--- src/rtl/pipelined_wallace_mul_pkg.sv ---
// Shared constants and helpers for the pipelined Wallace-tree multiplier:
// tree depth, pipeline stage count and the per-stage control payload.
package mul_pkg;

   localparam int MAX_TAG_W = 16;

   // Rows left after lvl levels of 3:2 reduction starting from rows0 rows.
   function automatic int rows_at(input int rows0, input int lvl);
      int r;
      r = rows0;
      for (int k = 0; k < lvl; k++) r = 2 * (r / 3) + (r % 3);
      return r;
   endfunction

   function automatic int csa_depth(input int rows);
      int r;
      int d;
      r = rows;
      d = 0;
      while (r > 2) begin
         r = 2 * (r / 3) + (r % 3);
         d++;
      end
      return d;
   endfunction

   function automatic int n_tree_stages(input int depth, input int lvl_per_stage);
      return (depth + lvl_per_stage - 1) / lvl_per_stage;
   endfunction

   typedef struct packed {
      logic                 valid;
      logic [MAX_TAG_W-1:0] tag;
   } stage_ctl_t;

endpackage

--- src/rtl/pipelined_wallace_mul_if.sv ---
// Request/response bundle between the multiply reservation station, the
// multiplier and the CDB arbiter. MUL_SIGNED_EN adds the in_signed field.
interface pipelined_wallace_mul_if #(
   parameter int WIDTH = 32,
   parameter int TAG_W = 4
);
   logic               in_valid;
   logic               in_ready;
   logic [WIDTH-1:0]   in_a;
   logic [WIDTH-1:0]   in_b;
   logic [TAG_W-1:0]   in_tag;
`ifdef MUL_SIGNED_EN
   logic               in_signed;
`endif
   logic               flush;
   logic               out_valid;
   logic               out_ready;
   logic [2*WIDTH-1:0] out_product;
   logic [TAG_W-1:0]   out_tag;

`ifdef MUL_SIGNED_EN
   modport master (
      output in_valid, in_a, in_b, in_tag, in_signed, flush, out_ready,
      input  in_ready, out_valid, out_product, out_tag
   );
   modport slave (
      input  in_valid, in_a, in_b, in_tag, in_signed, flush, out_ready,
      output in_ready, out_valid, out_product, out_tag
   );
`else
   modport master (
      output in_valid, in_a, in_b, in_tag, flush, out_ready,
      input  in_ready, out_valid, out_product, out_tag
   );
   modport slave (
      input  in_valid, in_a, in_b, in_tag, flush, out_ready,
      output in_ready, out_valid, out_product, out_tag
   );
`endif
endinterface

--- src/rtl/pipelined_wallace_mul_csa_row.sv ---
// One row of N 3:2 full adders; carry is returned pre-shifted so the carry
// out of the top bit falls off the row.
module csa_row #(
   parameter int N = 64
) (
   input  logic [N-1:0] i_a,
   input  logic [N-1:0] i_b,
   input  logic [N-1:0] i_c,
   output logic [N-1:0] o_sum,
   output logic [N-1:0] o_carry
);
   assign o_sum   = i_a ^ i_b ^ i_c;
   assign o_carry = {(i_a[N-2:0] & i_b[N-2:0]) |
                     (i_a[N-2:0] & i_c[N-2:0]) |
                     (i_b[N-2:0] & i_c[N-2:0]), 1'b0};
endmodule

--- src/rtl/pipelined_wallace_mul.sv ---
// Pipelined Wallace-tree multiplier: partial-product stage, registered CSA
// tree, final carry-propagate stage. MUL_SIGNED_EN enables Baugh-Wooley signed ops.
module pipelined_wallace_mul
   import mul_pkg::*;
#(
   parameter int WIDTH         = 32,
   parameter int TAG_W         = 4,
   parameter int LVL_PER_STAGE = 2
) (
   input logic                    clk,
   input logic                    rst_n,
   pipelined_wallace_mul_if.slave bus
);
   localparam int PW = 2 * WIDTH;
   localparam int D  = csa_depth(WIDTH);
   localparam int T  = n_tree_stages(D, LVL_PER_STAGE);
   localparam int NS = T + 2;

   logic          w_adv;
   logic          w_rdy;
   logic          w_acc;
   logic          w_sgn;
   logic [PW-1:0] w_pp  [WIDTH];
   logic [PW-1:0] r_pp  [WIDTH];
   logic [PW-1:0] w_cur [D+1][WIDTH];
   logic [PW-1:0] r_prod;
   stage_ctl_t    r_ctl [NS];

   assign w_adv = !r_ctl[NS-1].valid || bus.out_ready;
   assign w_rdy = w_adv && !bus.flush;
   assign w_acc = bus.in_valid && w_rdy;

`ifdef MUL_SIGNED_EN
   assign w_sgn = bus.in_signed;
`else
   assign w_sgn = 1'b0;
`endif

   // Signed rows invert the MSB column (rows 0..W-2) or all but the MSB (row W-1);
   // the Baugh-Wooley constants 2^W and 2^(2W-1) ride in row 0's empty upper bits.
   always_comb begin
      for (int i = 0; i < WIDTH; i++) begin
         logic [WIDTH-1:0] v_row;
         v_row = bus.in_a & {WIDTH{bus.in_b[i]}};
         if (w_sgn) begin
            if (i == WIDTH - 1) v_row = v_row ^ {1'b0, {(WIDTH-1){1'b1}}};
            else                v_row[WIDTH-1] = ~v_row[WIDTH-1];
         end
         w_pp[i] = PW'(v_row) << i;
      end
      if (w_sgn) begin
         w_pp[0][WIDTH] = 1'b1;
         w_pp[0][PW-1]  = 1'b1;
      end
   end

   always_ff @(posedge clk) begin
      if (w_adv) r_pp <= w_pp;
   end

   for (genvar i = 0; i < WIDTH; i++) begin : g_l0
      assign w_cur[0][i] = r_pp[i];
   end

   for (genvar k = 0; k < D; k++) begin : g_lvl
      localparam int NI = rows_at(WIDTH, k);
      localparam int NO = rows_at(WIDTH, k + 1);
      localparam int NG = NI / 3;
      logic [PW-1:0] w_nxt [NO];

      for (genvar g = 0; g < NG; g++) begin : g_csa
         csa_row #(.N(PW)) u_csa (
            .i_a     (w_cur[k][3*g]),
            .i_b     (w_cur[k][3*g+1]),
            .i_c     (w_cur[k][3*g+2]),
            .o_sum   (w_nxt[2*g]),
            .o_carry (w_nxt[2*g+1])
         );
      end
      for (genvar r = 3 * NG; r < NI; r++) begin : g_pass
         assign w_nxt[2*NG + r - 3*NG] = w_cur[k][r];
      end

      if (((k + 1) % LVL_PER_STAGE == 0) || (k == D - 1)) begin : g_reg
         logic [PW-1:0] r_q [NO];
         always_ff @(posedge clk) begin
            if (w_adv) r_q <= w_nxt;
         end
         for (genvar r = 0; r < NO; r++) begin : g_o
            assign w_cur[k+1][r] = r_q[r];
         end
      end else begin : g_comb
         for (genvar r = 0; r < NO; r++) begin : g_o
            assign w_cur[k+1][r] = w_nxt[r];
         end
      end
      for (genvar r = NO; r < WIDTH; r++) begin : g_zero
         assign w_cur[k+1][r] = '0;
      end
   end

   // Flush clears every valid bit, out_valid included, whatever out_ready says.
   always_ff @(posedge clk or negedge rst_n) begin
      if (!rst_n) begin
         for (int s = 0; s < NS; s++) r_ctl[s] <= '0;
      end else if (bus.flush) begin
         for (int s = 0; s < NS; s++) r_ctl[s].valid <= 1'b0;
      end else if (w_adv) begin
         r_ctl[0].valid <= w_acc;
         r_ctl[0].tag   <= MAX_TAG_W'(bus.in_tag);
         for (int s = 1; s < NS; s++) r_ctl[s] <= r_ctl[s-1];
      end
   end

   always_ff @(posedge clk or negedge rst_n) begin
      if (!rst_n)     r_prod <= '0;
      else if (w_adv) r_prod <= w_cur[D][0] + w_cur[D][1];
   end

   assign bus.in_ready    = w_rdy;
   assign bus.out_valid   = r_ctl[NS-1].valid;
   assign bus.out_product = r_prod;
   assign bus.out_tag     = r_ctl[NS-1].tag[TAG_W-1:0];

endmodule

--- src/flat_wrapper.sv ---
// flat-port wrapper written by rule: the top's interface ports become plain ports
module pipelined_wallace_mul_flat import mul_pkg::*;
#(
   parameter int WIDTH         = 32,
   parameter int TAG_W         = 4,
   parameter int LVL_PER_STAGE = 2
)
  (clk, rst_n, bus_in_valid, bus_in_a, bus_in_b, bus_in_tag, bus_flush, bus_out_ready, bus_in_ready, bus_out_valid, bus_out_product, bus_out_tag);
  pipelined_wallace_mul_if #(.WIDTH(WIDTH), .TAG_W(TAG_W)) bus_i ();
  input logic clk;
  input logic rst_n;
  input wire logic [$bits(bus_i.in_valid)-1:0] bus_in_valid;
  input wire logic [$bits(bus_i.in_a)-1:0] bus_in_a;
  input wire logic [$bits(bus_i.in_b)-1:0] bus_in_b;
  input wire logic [$bits(bus_i.in_tag)-1:0] bus_in_tag;
  input wire logic [$bits(bus_i.flush)-1:0] bus_flush;
  input wire logic [$bits(bus_i.out_ready)-1:0] bus_out_ready;
  output wire logic [$bits(bus_i.in_ready)-1:0] bus_in_ready;
  output wire logic [$bits(bus_i.out_valid)-1:0] bus_out_valid;
  output wire logic [$bits(bus_i.out_product)-1:0] bus_out_product;
  output wire logic [$bits(bus_i.out_tag)-1:0] bus_out_tag;
  assign bus_i.in_valid = bus_in_valid;
  assign bus_i.in_a = bus_in_a;
  assign bus_i.in_b = bus_in_b;
  assign bus_i.in_tag = bus_in_tag;
  assign bus_i.flush = bus_flush;
  assign bus_i.out_ready = bus_out_ready;
  assign bus_in_ready = bus_i.in_ready;
  assign bus_out_valid = bus_i.out_valid;
  assign bus_out_product = bus_i.out_product;
  assign bus_out_tag = bus_i.out_tag;
  pipelined_wallace_mul #(.WIDTH(WIDTH), .TAG_W(TAG_W), .LVL_PER_STAGE(LVL_PER_STAGE)) u_core (.clk(clk), .rst_n(rst_n), .bus(bus_i));
endmodule
--- config.mk ---
export PLATFORM = sky130hd
export DESIGN_NAME = pipelined_wallace_mul_flat
export DESIGN_NICKNAME = d
export VERILOG_FILES = /design/src/rtl/pipelined_wallace_mul_pkg.sv /design/src/rtl/pipelined_wallace_mul_if.sv /design/src/rtl/pipelined_wallace_mul_csa_row.sv /design/src/rtl/pipelined_wallace_mul.sv /design/src/flat_wrapper.sv
export SDC_FILE = /design/constraint.sdc
export NUM_CORES = 2
export LEC_CHECK = 0
export BUFFER_PORTS_ARGS = -buffer_cell sky130_fd_sc_hd__buf_2
export CORE_ASPECT_RATIO = 1.25
export CORE_MARGIN = 2
export CORE_UTILIZATION = 55
export DETAILED_ROUTE_END_ITERATION = 8
export PLACE_DENSITY_LB_ADDON = 0.1
export SLEW_MARGIN = 30
export SYNTH_ARGS = -nofsm -noshare
export SYNTH_HDL_FRONTEND = slang
export SYNTH_SLANG_ARGS = --single-unit
--- constraint.sdc ---
create_clock -name clk -period 140.6 [get_ports clk]
set_input_delay 28.12 -clock clk [delete_from_list [all_inputs] [get_ports clk]]
set_output_delay 28.12 -clock clk [all_outputs]
set_load 0.05 [all_outputs]
==> parameters.txt <==
Parameter                              Value

STA
  Setup Skew    0.0334 ns
  Achievable Freq    around 17 MHz
  Hold Fails Final Rpt    0
  Sum of negative setup slack    0 ns
  RSZ-0062 raised after global routing    no
  Final clock period utilization by the worst path    approximately 41%
  Worst Tran Pin Value    1.04 ns
  Slew Limit Headroom    30.6%
  Max Slew Vio Count    0
  Final min period    57.33 ns
  Total setup violations reported at the end of the flow    0

Power and ir drop
  Worst ir drop on vdd    0.0000123 V
  Share of total power in the clock network    26.9%
  Power Internal    1.41 mW
  Switching fraction of total power    a little under a third
  Register share of total power    between 40 and 50%
  Leakage power of the design    49.7 nW
  Cell Pwr Density    18.0 mW/mm2
  Gate power share    26.2%
  Psw    634 uW

Global routing
  Total overflow reported by the global router    0
  Largest net degree at the start of global routing    about 190
  Number of global-route vias before repair    53,000
  Global-route wire length before repair    310 mm
  Number of antenna violations at the first check in global routing    16
  Total routing usage reported by global routing    21.9%

Clock network
  Cells resized by post-CTS repair    0
  Number of buffers inserted by post-CTS setup repair    0
  Inserted Clock Buffers    215
  Number of buffers on the longest clock path    3
  Clk Tree Root Cell    clkbuf_16
  Clock sink count    between 2,000 and 2,500
  Clock Latency Late Sink    0.84 ns
  Number of levels in the clock H-tree    4
  Clock edge transition at the registers on the reported setup and hold paths    approximately 0.060 ns
  TritonCTS clock tree    yes
  Post-CTS Hold Buffers    0

Finish
  Post-layout util    between 60% and 70%
  Multi-input gate area    0.0305 mm2
  Ratio of cells with drive above 1 in the final layout    roughly 7.2%
  Fillcell total    about 14,000
  Nets@finish    between 8,000 and 9,000
  Most frequent cells in the layout    edfxtp_1 (2,111), inv_1 (1,636), and2_1 (1,027), fa_1 (907), clkbuf_16 (218)
  Most common cell after layout, fill and taps aside    edfxtp_1
  Area added between synthesis and finish    9.91%
  Sequential cell area    between 0.06 and 0.07 mm2

Worst setup path
  Critical path data arrival time    roughly 29 ns
  CP Cell Sequence    buf_2 > nor2_4 > buf_2
  Highest fanout seen on the critical path    25
  CP Class    in2out
  Kind of start point of the critical path    input pin
  Slowest stage cell, crit path    nor2_4
  Dominant cell type by count on the critical path    buf_2
  Delay of the slowest critical-path stage    about 0.55 ns
  Setup crit end kind    output pin
  Worst Path Required    112.48 ns

Synthesis
  Library cell with the largest summed area after synthesis    edfxtp_1
  Cell count after synthesis    6,764
  Share of async-settable or async-resettable flops after synthesis    4.26%
  Post-Syn Nets    approximately 8,000
  Dominant cells by area after synthesis    edfxtp_1 (61%), fa_1 (18%), and2_1 (6.2%)
  Top-area cell type share of the netlist area    61.4%
  Post-synthesis average cell area    approximately 15 um2
  Area of the mapped netlist    0.103 mm2
  Post-synthesis cell type count    50
  Number of storage elements in the synthesis netlist    between 2,000 and 2,500
  Post-synthesis sequential area ratio    63.7%
  Prevailing post-synth register cell    edfxtp_1
  Count of yosys warnings during synthesis    0
  Number of enable-type register cells in the synthesized netlist    2,111

Route
  Routed via count    48,600
  Iteration-0 DRC count of the detailed router    approximately 3,300
  Vias per inst    5.05
  Detailed-route wire length per cell    20.8 um
  Final routed DRC violation total    0
  Antenna Violating Nets Remaining    0
  Total wire length    ~200 mm
  Iteration count of the initial detailed-routing pass    5

Placed design
  Count of port buffers added during placement    142
  Half-perimeter wire length of the detailed placement result    134 mm
  Gp weighted congestion    0.857

Floorplan
  Starting Density    55.4%
  Placeable core area    0.186 mm2
  Die Y    488 um
  Floorplan die area    0.191 mm2
  Horizontal die dimension    ~390 um
  Top-level port count    around 140
  Total number of placement rows    177

Min path
  Worst Hold Class    reg2reg

Job
  Max-Cap Viols    0

Outcome
  Status    finished, final reports clean
## cells by family after synthesis
group,count (synthesis),synth area share [%]
AO/OA/AOI/OAI,239,1.42
XOR/XNOR,50,0.424
adder cells (fa/ha/maj),1121,20.2
buffers and inverters,1873,6.82
flip-flops,2205,63.7
multiplexers,25,0.273
AND/OR/NAND/NOR,1251,7.20
## worst paths after layout
path	from	to	slack (ns)	depth (start not counted)
max in group asynchronous	rst_n	u_core.r_ctl[20]	112.19	2
worst max-delay path	bus_flush	bus_in_ready	83.27	3
worst max register to register	u_core.bus.out_valid	u_core.r_pp[1503]	134.28	10
worst min register to register	u_core.g_lvl[5].g_reg.r_q[192]	u_core.g_lvl[7].g_reg.r_q[64]	0.41	0
worst min-delay path	u_core.g_lvl[5].g_reg.r_q[192]	u_core.g_lvl[7].g_reg.r_q[64]	0.41	0
min in group asynchronous	rst_n	u_core.bus.out_product[8]	27.29	1
## layout make-up
class                      instances  share of cell area [%]
timing repair buffer             181                    1.13
clock buffer                     279                    5.08
inverter                        1637                    5.42
clock inverter                   118                   0.805
multi-input combinational       2686                    26.9
tap                             2506                    2.76
antenna                            4                 0.00882
sequential                      2205                    57.9
## power groups by stage
stage / Sequential, mW / Clock [mW] / Combinational (mW)
after floorplan: 0.991 / 0 / 0.306
after global placement: 0.968 / 0 / 0.532
after detailed placement: 0.972 / 0 / 0.547
after CTS: 0.959 / 0.563 / 0.551
after global routing: 0.970 / 0.588 / 0.609
final: 0.956 / 0.550 / 0.535
## Yosys cell counts (23+ instances only)
master / number
nor2_1: 69
nand2_1: 85
and2_1: 1027
clkbuf_1: 231
o21ai_0: 41
edfxtp_1: 2111
xnor2_1: 25
ha_1: 214
dfrtp_1: 94
a21oi_1: 110
a21o_1: 23
xor2_1: 25
fa_1: 907
mux2_2: 25
inv_1: 1637
## state kept, by name, indices dropped and copies added, names as in the netlist
signal                  count
u_core.r_ctl               25
u_core.bus.out_tag          4
u_core.r_pp               960
u_core.g_lvl.g_reg.r_q   1087
u_core.bus.out_product     64
u_core.bus.out_valid        1
u_core.g_lvl.w_nxt         64
## per-stage QoR
step	hold slack, ns	total power [mW]	instance area (um2)	cells	setup WS (ns)
2_1_floorplan	0.400	1.30	103000	6764	51.82
3_3_place_gp	0.401	1.50	106000	9205	82.91
3_5_place_dp	0.405	1.52	107000	9209	83.27
4_1_cts	0.408	2.07	113000	9606	83.26
5_1_grt	0.419	2.17	113000	9613	83.19
6_report	0.408	2.04	113000	9616	83.27
## per-layer routing
metal	up-vias	routed length (um)	global-route usage (%)
met3	334	8520	3.29
li1	21800	-	-
met1	25500	78900	27.4
met5	-	57	0
met4	12	5810	6.81
met2	1002	107000	39.1
## worst max-delay path, delay by kind of cell
family                 cells  cell delay [ns]
AND/OR/NAND/NOR            1             0.55
buffers and inverters      2             0.53
Power figures use the tool's default switching activity.
